<file path="src/rtl/tsu_pkg.sv">
// Shared definitions for the TSU queue reader: entry field layout, host register map, FSM states.
package tsu_pkg;

    localparam int ENTRY_W    = 128;
    localparam int TS_W       = 80;

    localparam int SEQID_LSB  = 0;
    localparam int SEQID_W    = 16;
    localparam int CKSUM_LSB  = 16;
    localparam int CKSUM_W    = 12;
    localparam int MSGID_LSB  = 28;
    localparam int MSGID_W    = 4;
    localparam int NS_LSB     = 32;
    localparam int NS_W       = 32;
    localparam int SEC_LSB    = 64;
    localparam int SEC_W      = 48;

    localparam int TS_NS_LSB  = 0;
    localparam int TS_SEC_LSB = 32;

    localparam logic [2:0] ADDR_STAT       = 3'd0;
    localparam logic [2:0] ADDR_RX_SEC_HI  = 3'd1;
    localparam logic [2:0] ADDR_RX_SEC_LO  = 3'd2;
    localparam logic [2:0] ADDR_RX_NS      = 3'd3;
    localparam logic [2:0] ADDR_ID         = 3'd4;
    localparam logic [2:0] ADDR_MSG_SEC_HI = 3'd5;
    localparam logic [2:0] ADDR_MSG_SEC_LO = 3'd6;
    localparam logic [2:0] ADDR_MSG_NS     = 3'd7;

    typedef enum logic [2:0] {
        ST_IDLE,
        ST_POP,
        ST_WAIT,
        ST_CAPT,
        ST_HOLD
    } tsu_state_e;

    function automatic logic [7:0] sat_inc8(input logic [7:0] v);
        return (v == 8'hFF) ? v : v + 8'd1;
    endfunction

endpackage

</file>
<file path="src/rtl/tsu_q_regbank.sv">
// Holding registers for one popped queue entry, host read mux and the lost-entry counter.
import tsu_pkg::*;

module tsu_q_regbank (
    input  logic               clk_i,
    input  logic               rst_n_i,
    input  logic               capture_i,
    input  logic               hold_i,
    input  logic               entry_valid_i,
    input  logic [7:0]         q_rd_stat_i,
    input  logic [ENTRY_W-1:0] q_rd_data_i,
    input  logic [TS_W-1:0]    q_ts_data_i,
    input  logic               host_rd_i,
    input  logic [2:0]         host_addr_i,
    output logic [31:0]        host_rd_data_o
);

    logic [SEC_W-1:0]   rx_sec_q;
    logic [NS_W-1:0]    rx_ns_q;
    logic [MSGID_W-1:0] msgid_q;
    logic [CKSUM_W-1:0] cksum_q;
    logic [SEQID_W-1:0] seqid_q;
    logic [SEC_W-1:0]   msg_sec_q;
    logic [NS_W-1:0]    msg_ns_q;
    logic [7:0]         lost_q, lost_d;
    logic [31:0]        rd_data_q, rd_data_d;
    logic [31:0]        rd_word;
    logic               unused_bits;

    assign unused_bits = ^{q_rd_stat_i[7:4], q_rd_data_i[ENTRY_W-1:SEC_LSB+SEC_W]};

    // A read of the status word clears the count; a loss in that same cycle still counts.
    always_comb begin
        lost_d = lost_q;
        if (host_rd_i && (host_addr_i == ADDR_STAT)) begin
            lost_d = 8'd0;
        end
        if (hold_i && (q_rd_stat_i[3:0] == 4'hF)) begin
            lost_d = sat_inc8(lost_d);
        end
    end

    always_comb begin
        rd_word = 32'd0;
        if (host_addr_i == ADDR_STAT) begin
            rd_word = {16'd0, lost_q, 3'd0, entry_valid_i, q_rd_stat_i[3:0]};
        end else if (entry_valid_i) begin
            case (host_addr_i)
                ADDR_RX_SEC_HI:  rd_word = {16'd0, rx_sec_q[47:32]};
                ADDR_RX_SEC_LO:  rd_word = rx_sec_q[31:0];
                ADDR_RX_NS:      rd_word = rx_ns_q;
                ADDR_ID:         rd_word = {msgid_q, cksum_q, seqid_q};
                ADDR_MSG_SEC_HI: rd_word = {16'd0, msg_sec_q[47:32]};
                ADDR_MSG_SEC_LO: rd_word = msg_sec_q[31:0];
                ADDR_MSG_NS:     rd_word = msg_ns_q;
                default:         rd_word = 32'd0;
            endcase
        end
    end

    assign rd_data_d = host_rd_i ? rd_word : rd_data_q;

    always_ff @(posedge clk_i or negedge rst_n_i) begin
        if (!rst_n_i) begin
            rx_sec_q  <= '0;
            rx_ns_q   <= '0;
            msgid_q   <= '0;
            cksum_q   <= '0;
            seqid_q   <= '0;
            msg_sec_q <= '0;
            msg_ns_q  <= '0;
            lost_q    <= '0;
            rd_data_q <= '0;
        end else begin
            lost_q    <= lost_d;
            rd_data_q <= rd_data_d;
            if (capture_i) begin
                rx_sec_q  <= q_rd_data_i[SEC_LSB +: SEC_W];
                rx_ns_q   <= q_rd_data_i[NS_LSB +: NS_W];
                msgid_q   <= q_rd_data_i[MSGID_LSB +: MSGID_W];
                cksum_q   <= q_rd_data_i[CKSUM_LSB +: CKSUM_W];
                seqid_q   <= q_rd_data_i[SEQID_LSB +: SEQID_W];
                msg_sec_q <= q_ts_data_i[TS_SEC_LSB +: SEC_W];
                msg_ns_q  <= q_ts_data_i[TS_NS_LSB +: NS_W];
            end
        end
    end

    assign host_rd_data_o = rd_data_q;

endmodule

</file>
<file path="src/rtl/tsu_q_reader.sv">
// Pops one entry from the TSU info/timestamp queues, holds it for the host and raises irq.
// Optional TSU_RD_AUTO_RELEASE_EN: a host read of the msg_ts_ns word in HOLD also releases the entry.
import tsu_pkg::*;

module tsu_q_reader #(
    parameter int RD_LAT    = 1,
    parameter int IRQ_LEVEL = 1
) (
    input  logic               clk_i,
    input  logic               rst_n_i,
    input  logic [7:0]         q_rd_stat_i,
    input  logic [ENTRY_W-1:0] q_rd_data_i,
    input  logic [TS_W-1:0]    q_ts_data_i,
    output logic               q_rd_en_o,
    input  logic               host_rd_i,
    input  logic [2:0]         host_addr_i,
    output logic [31:0]        host_rd_data_o,
    input  logic               host_ack_i,
    output logic               irq_o,
    output logic               entry_valid_o
);

    localparam logic [1:0] WAIT_INIT = (RD_LAT > 1) ? 2'(RD_LAT - 2) : 2'd0;

    // state | meaning
    // IDLE  | waiting for a non-empty queue
    // POP   | q_rd_en strobe for one cycle
    // WAIT  | queue read latency beyond the first cycle
    // CAPT  | queue outputs valid, latch into the register bank
    // HOLD  | entry presented to host until released
    tsu_state_e state_q;
    logic [1:0] wait_cnt_q;
    logic       q_rd_en_q;
    logic       entry_valid_q;
    logic       irq_q;
    logic       rel_ack;

`ifdef TSU_RD_AUTO_RELEASE_EN
    logic auto_rel_q;

    // Delayed one cycle so the release lands after the msg_ts_ns word has been returned.
    always_ff @(posedge clk_i or negedge rst_n_i) begin
        if (!rst_n_i) begin
            auto_rel_q <= 1'b0;
        end else begin
            auto_rel_q <= (state_q == ST_HOLD) && host_rd_i && (host_addr_i == ADDR_MSG_NS);
        end
    end

    assign rel_ack = (state_q == ST_HOLD) && (host_ack_i || auto_rel_q);
`else
    assign rel_ack = (state_q == ST_HOLD) && host_ack_i;
`endif

    always_ff @(posedge clk_i or negedge rst_n_i) begin
        if (!rst_n_i) begin
            state_q       <= ST_IDLE;
            wait_cnt_q    <= 2'd0;
            q_rd_en_q     <= 1'b0;
            entry_valid_q <= 1'b0;
            irq_q         <= 1'b0;
        end else begin
            q_rd_en_q <= 1'b0;
            irq_q     <= (IRQ_LEVEL != 0) ? entry_valid_q : 1'b0;
            case (state_q)
                ST_IDLE: begin
                    if (q_rd_stat_i[3:0] != 4'd0) begin
                        state_q   <= ST_POP;
                        q_rd_en_q <= 1'b1;
                    end
                end
                ST_POP: begin
                    if (RD_LAT == 1) begin
                        state_q <= ST_CAPT;
                    end else begin
                        state_q    <= ST_WAIT;
                        wait_cnt_q <= WAIT_INIT;
                    end
                end
                ST_WAIT: begin
                    if (wait_cnt_q == 2'd0) begin
                        state_q <= ST_CAPT;
                    end else begin
                        wait_cnt_q <= wait_cnt_q - 2'd1;
                    end
                end
                ST_CAPT: begin
                    state_q       <= ST_HOLD;
                    entry_valid_q <= 1'b1;
                    irq_q         <= 1'b1;
                end
                ST_HOLD: begin
                    if (rel_ack) begin
                        state_q       <= ST_IDLE;
                        entry_valid_q <= 1'b0;
                        irq_q         <= 1'b0;
                    end
                end
                default: state_q <= ST_IDLE;
            endcase
        end
    end

    tsu_q_regbank u_regbank (
        .clk_i          (clk_i),
        .rst_n_i        (rst_n_i),
        .capture_i      (state_q == ST_CAPT),
        .hold_i         (state_q == ST_HOLD),
        .entry_valid_i  (entry_valid_q),
        .q_rd_stat_i    (q_rd_stat_i),
        .q_rd_data_i    (q_rd_data_i),
        .q_ts_data_i    (q_ts_data_i),
        .host_rd_i      (host_rd_i),
        .host_addr_i    (host_addr_i),
        .host_rd_data_o (host_rd_data_o)
    );

    assign q_rd_en_o     = q_rd_en_q;
    assign entry_valid_o = entry_valid_q;
    assign irq_o         = irq_q;

endmodule

</file>
<file path="config.mk">
export PLATFORM = sky130hd
export DESIGN_NAME = tsu_q_reader
export DESIGN_NICKNAME = d
export VERILOG_FILES = /design/src/rtl/tsu_pkg.sv /design/src/rtl/tsu_q_regbank.sv /design/src/rtl/tsu_q_reader.sv
export SDC_FILE = /design/constraint.sdc
export NUM_CORES = 1
export LEC_CHECK = 0
export ABC_CLOCK_PERIOD_IN_PS = 2100
export CAP_MARGIN = 40
export CORE_MARGIN = 2
export CORE_UTILIZATION = 30
export DETAILED_ROUTE_END_ITERATION = 10
export GPL_TIMING_DRIVEN = 0
export SLEW_MARGIN = 20
export SYNTH_ARGS = -nofsm -noshare
export SYNTH_HDL_FRONTEND = slang
export SYNTH_SLANG_ARGS = --single-unit
export TNS_END_PERCENT = 30
</file>
<file path="constraint.sdc">
create_clock -name clk_i -period 2.1 [get_ports clk_i]
set_input_delay 0.315 -clock clk_i [delete_from_list [all_inputs] [get_ports clk_i]]
set_output_delay 0.315 -clock clk_i [all_outputs]
set_load 0.01 [all_outputs]
</file>
==> flow_metrics.py <==
metrics = {
    "status": {
        "status": "complete, no violations",
    },
    "run": {
        "drv_cap": 0,
    },
    "setup_path": {
        "arrival_ns": 2.45,
        "critPathKind": "input pin to flop",
        "r2r-end": "u_regbank.msg_sec_q[32]",
        "path_delay_family": "buffers and inverters",
        "endpoint": "u_regbank.host_rd_data_o[11]",
        "cp.depth": 7,
        "rrSetupSlack_ns": 0.12,
        "crit_path_end_kind": "flop",
        "worstPathRequired_ns": 2.50,
        "crit_slowest_cell": "clkdlybuf4s50_1",
        "critical_path.max_stage_delay_ns": 0.50,
        "r2r_start": "state_q[0]",
        "startpoint_type": "input pin",
        "crit_chain": "clkdlybuf4s50_1 -> buf_4 -> buf_4 -> buf_6 -> mux4_2 -> o21ai_0 -> o21ai_0",
        "reg2regPathDepth": 6,
        "crit_fanout": 10,
        "worst-path-buf-inv": 4,
        "cp-startpoint": "host_addr_i[2]",
    },
    "die": {
        "dieArea_um2": 36840,
        "pin_count": 258,
        "std_cell_rows": 68,
        "die_h_um": 191.9,
        "start_util_pct": 30.60,
        "core_um2": 34630,
        "die_x_um": 191.9,
    },
    "grt": {
        "grt_pass1_wl_um": 50820,
        "grt_overflow": 0,
        "first_global_vias": 7920,
        "antenna_found_initial": 8,
        "grt_util_all_layers_pct": 18.98,
        "grt_max_degree": 87,
    },
    "power": {
        "power_switching_uw": 5844,
        "ir_drop_v": 0.0006977,
        "leakage_uw": 0.005943,
        "p_int_uw": 13660,
        "clock_power_share_pct": 25.1,
        "power_density_nw_per_um2": 1340,
        "seqPwrFrac_pct": 40.6,
        "pwr-share-comb_pct": 34.2,
        "switching_share_pct": 29.97,
    },
    "synthesis": {
        "synthAdderAreaFrac_pct": 0.1181,
        "syn_area_per_cell_um2": 14.07,
        "synth_top_family_by_area": "multiplexers",
        "synth.ff_latch_count": 239,
        "yosys.area.top_type_share_pct": 56.45,
        "synthMuxAreaShare_pct": 28.37,
        "yosysTopAreaCell": "dfrtp_1",
        "ys_seq_area_share_pct": 56.45,
        "synth_xor_area_share_pct": 0.1653,
        "async_reset_ff_share_pct": 100.0,
        "synth_edf_count": 0,
        "synth.distinct_cells": 51,
        "yosysWarnings": 0,
        "synthFlopType": "dfrtp_1",
        "syn_area_um2": 10600,
        "synth.area.top_cells": "dfrtp_1, mux2_2, mux4_2",
        "synth_fp_nets": 977,
        "synth_compound_area_share_pct": 7.003,
        "synthCells": 753,
        "synth-simple-area-share_pct": 4.854,
    },
    "layout": {
        "nets": 1246,
        "area_growth_pct": 37.36,
        "n_fill_cell": 3251,
        "layout_common_cells": "dfrtp_1, clkdlybuf4s50_1, mux2_2",
        "final_common_cell": "dfrtp_1",
        "drive_gt1_share_pct": 30.84,
        "final_core_util_pct": 42.03,
    },
    "place": {
        "io_buffers": 235,
        "hpwl_um": 25460,
        "gp_congestion": 0.7769,
    },
    "timing": {
        "hold_slack_ns": 0.3650,
        "timing.setup.tns_ns": 0,
        "hold_viol": 0,
        "rsz0062_at_grt": "false",
        "timing.fmax_mhz": 488.5,
        "period_share_pct": 97.48,
        "skew_ns": 0.007742,
        "setup_viol": 0,
        "slew_headroom_pct": 40.67,
        "final_max_slew_viol_count": 0,
        "final.min_clock_period_ns": 2.047,
        "tightest_slew_ns": 0.8899,
    },
    "cts": {
        "cts-root-buf": "clkbuf_16",
        "cts_tree": "yes",
        "clk_pin_slew_worst_paths_ns": 0.06,
        "cts_sinks": 239,
        "insertion_delay_ns": 0.53,
        "cts.htree.levels": 1,
        "cts_setup_buffers": 0,
        "clockBufferDepth": 3,
        "cts_inserted_buffers": 29,
    },
    "route": {
        "drtPass1Iterations": 4,
        "drc": 0,
        "viasPerCell": 5.000,
        "drt-initial-drc-count": 408,
        "drt-total-wl_um": 34830,
        "ant_nets": 0,
        "dr_total_vias": 7495,
        "avgRoutedWirePerCell_um": 23.24,
    },
    "worst_hold_path": {
        "min-delay-path-class": "input pin to async pin",
    },
}
-- cell usage after synthesis (all sizes together) (2+ instances only) --
cell type,instances
mux2i,28
nor2b,5
a31oi,3
a211oi,4
nand3b,4
nand2b,2
a21oi,15
a221oi,22
mux4,20
dfrtp,239
and3,4
o2bb2ai,9
o21a,3
clkbuf,11
nand3,3
buf,42
a221o,6
nor2,35
xnor2,2
a22oi,10
nand4,4
clkinv,2
nor4,3
o221ai,2
nor3,24
nand2,11
mux2,202
a22o,2
o21ai,19
inv,6
-- logic make-up (layout without fill, tap and decap cells) --
logic type | count (synthesis) | count (layout)
flip-flops | 239 | 239
AND/OR/NAND/NOR | 99 | 99
adder cells (fa/ha/maj) | 1 | 1
buffers and inverters | 61 | 349
AO/OA/AOI/OAI | 101 | 101
XOR/XNOR | 2 | 2
multiplexers | 250 | 250
other | 0 | 3
-- stage by stage --
stage / std cells / instance area, µm² / total power (µW) / worst slack [ns]
2_1_floorplan: 753 / 10600 / 12080 / 0.4625
3_5_place_dp: 1445 / 13580 / 14720 / -0.6941
4_1_cts: 1496 / 14540 / 19730 / 0.02726
5_1_grt: 1499 / 14550 / 20580 / 0.01161
6_report: 1499 / 14550 / 19500 / 0.05284
3_3_place_gp: 1443 / 13520 / 14520 / -9.934
-- layer usage --
layer	up-vias	share of wire (%)	track usage [%]
met5	-	0.20	0
met4	10	1.4	3.935
met3	42	5.7	3.599
met2	223	47	30.91
met1	3872	45	26.36
li1	3348	-	-
-- power groups by stage --
stage	Sequential (µW)	Combinational (µW)	Clock (µW)
5_1_grt	8180	7180	5220
3_5_place_dp	7980	6740	0
3_3_place_gp	7940	6580	0
6_report	7930	6670	4900
4_1_cts	7910	6800	5020
2_1_floorplan	7690	4390	0
-- layout make-up --
cell class | count | area [µm²] | area share, %
Timing Repair Buffer | 238 | 2422 | 16.64
Antenna cell | 3 | 7.507 | 0.05158
Sequential cell | 239 | 5982 | 41.10
Buffer | 53 | 305.3 | 2.098
Inverter | 8 | 30.03 | 0.2063
Tap cell | 455 | 569.3 | 3.912
Multi-Input combinational cell | 453 | 4310 | 29.62
Clock buffer | 42 | 834.6 | 5.734
Clock inverter | 8 | 92.59 | 0.6362
-- registers in the layout (all words and copies together) (netlist names) --
signal / flops
u_regbank.seqid_q: 16
u_regbank.msgid_q: 4
u_regbank.msg_sec_q: 48
u_regbank.host_rd_data_o: 32
u_regbank.lost_q: 8
state_q: 3
u_regbank.rx_ns_q: 32
u_regbank.cksum_q: 12
u_regbank.rx_sec_q: 48
irq_o: 1
u_regbank.msg_ns_q: 32
wait_cnt_q: 2
q_rd_en_o: 1
-- worst min path at each step --
stage,endpoint,slack (ns),cells past startpoint
floorplan,irq_o,0.02,0
global placement,u_regbank.host_rd_data_o[4],0.48,1
detailed placement,u_regbank.msg_ns_q[9],0.36,1
CTS,u_regbank.seqid_q[2],0.37,2
global route,u_regbank.msg_sec_q[2],0.37,2
finish,u_regbank.msg_ns_q[9],0.36,2
-- repair_timing --
item | in CTS | in global routing
resized for setup | 6 | 3
hold buffers | 1 | 0
setup endpoints to repair | 102 | 5
hold endpoints to repair | 80 | 0
-- worst reg2reg max path: stages (launching register included) --
cell     delay [ns]
dfrtp_1        0.43
inv_1          0.14
nor2_1         0.07
nand2_1        0.15
buf_2          0.26
buf_2          0.42
mux2_2         0.39
No activity file was read; power rests on OpenSTA's default activity.
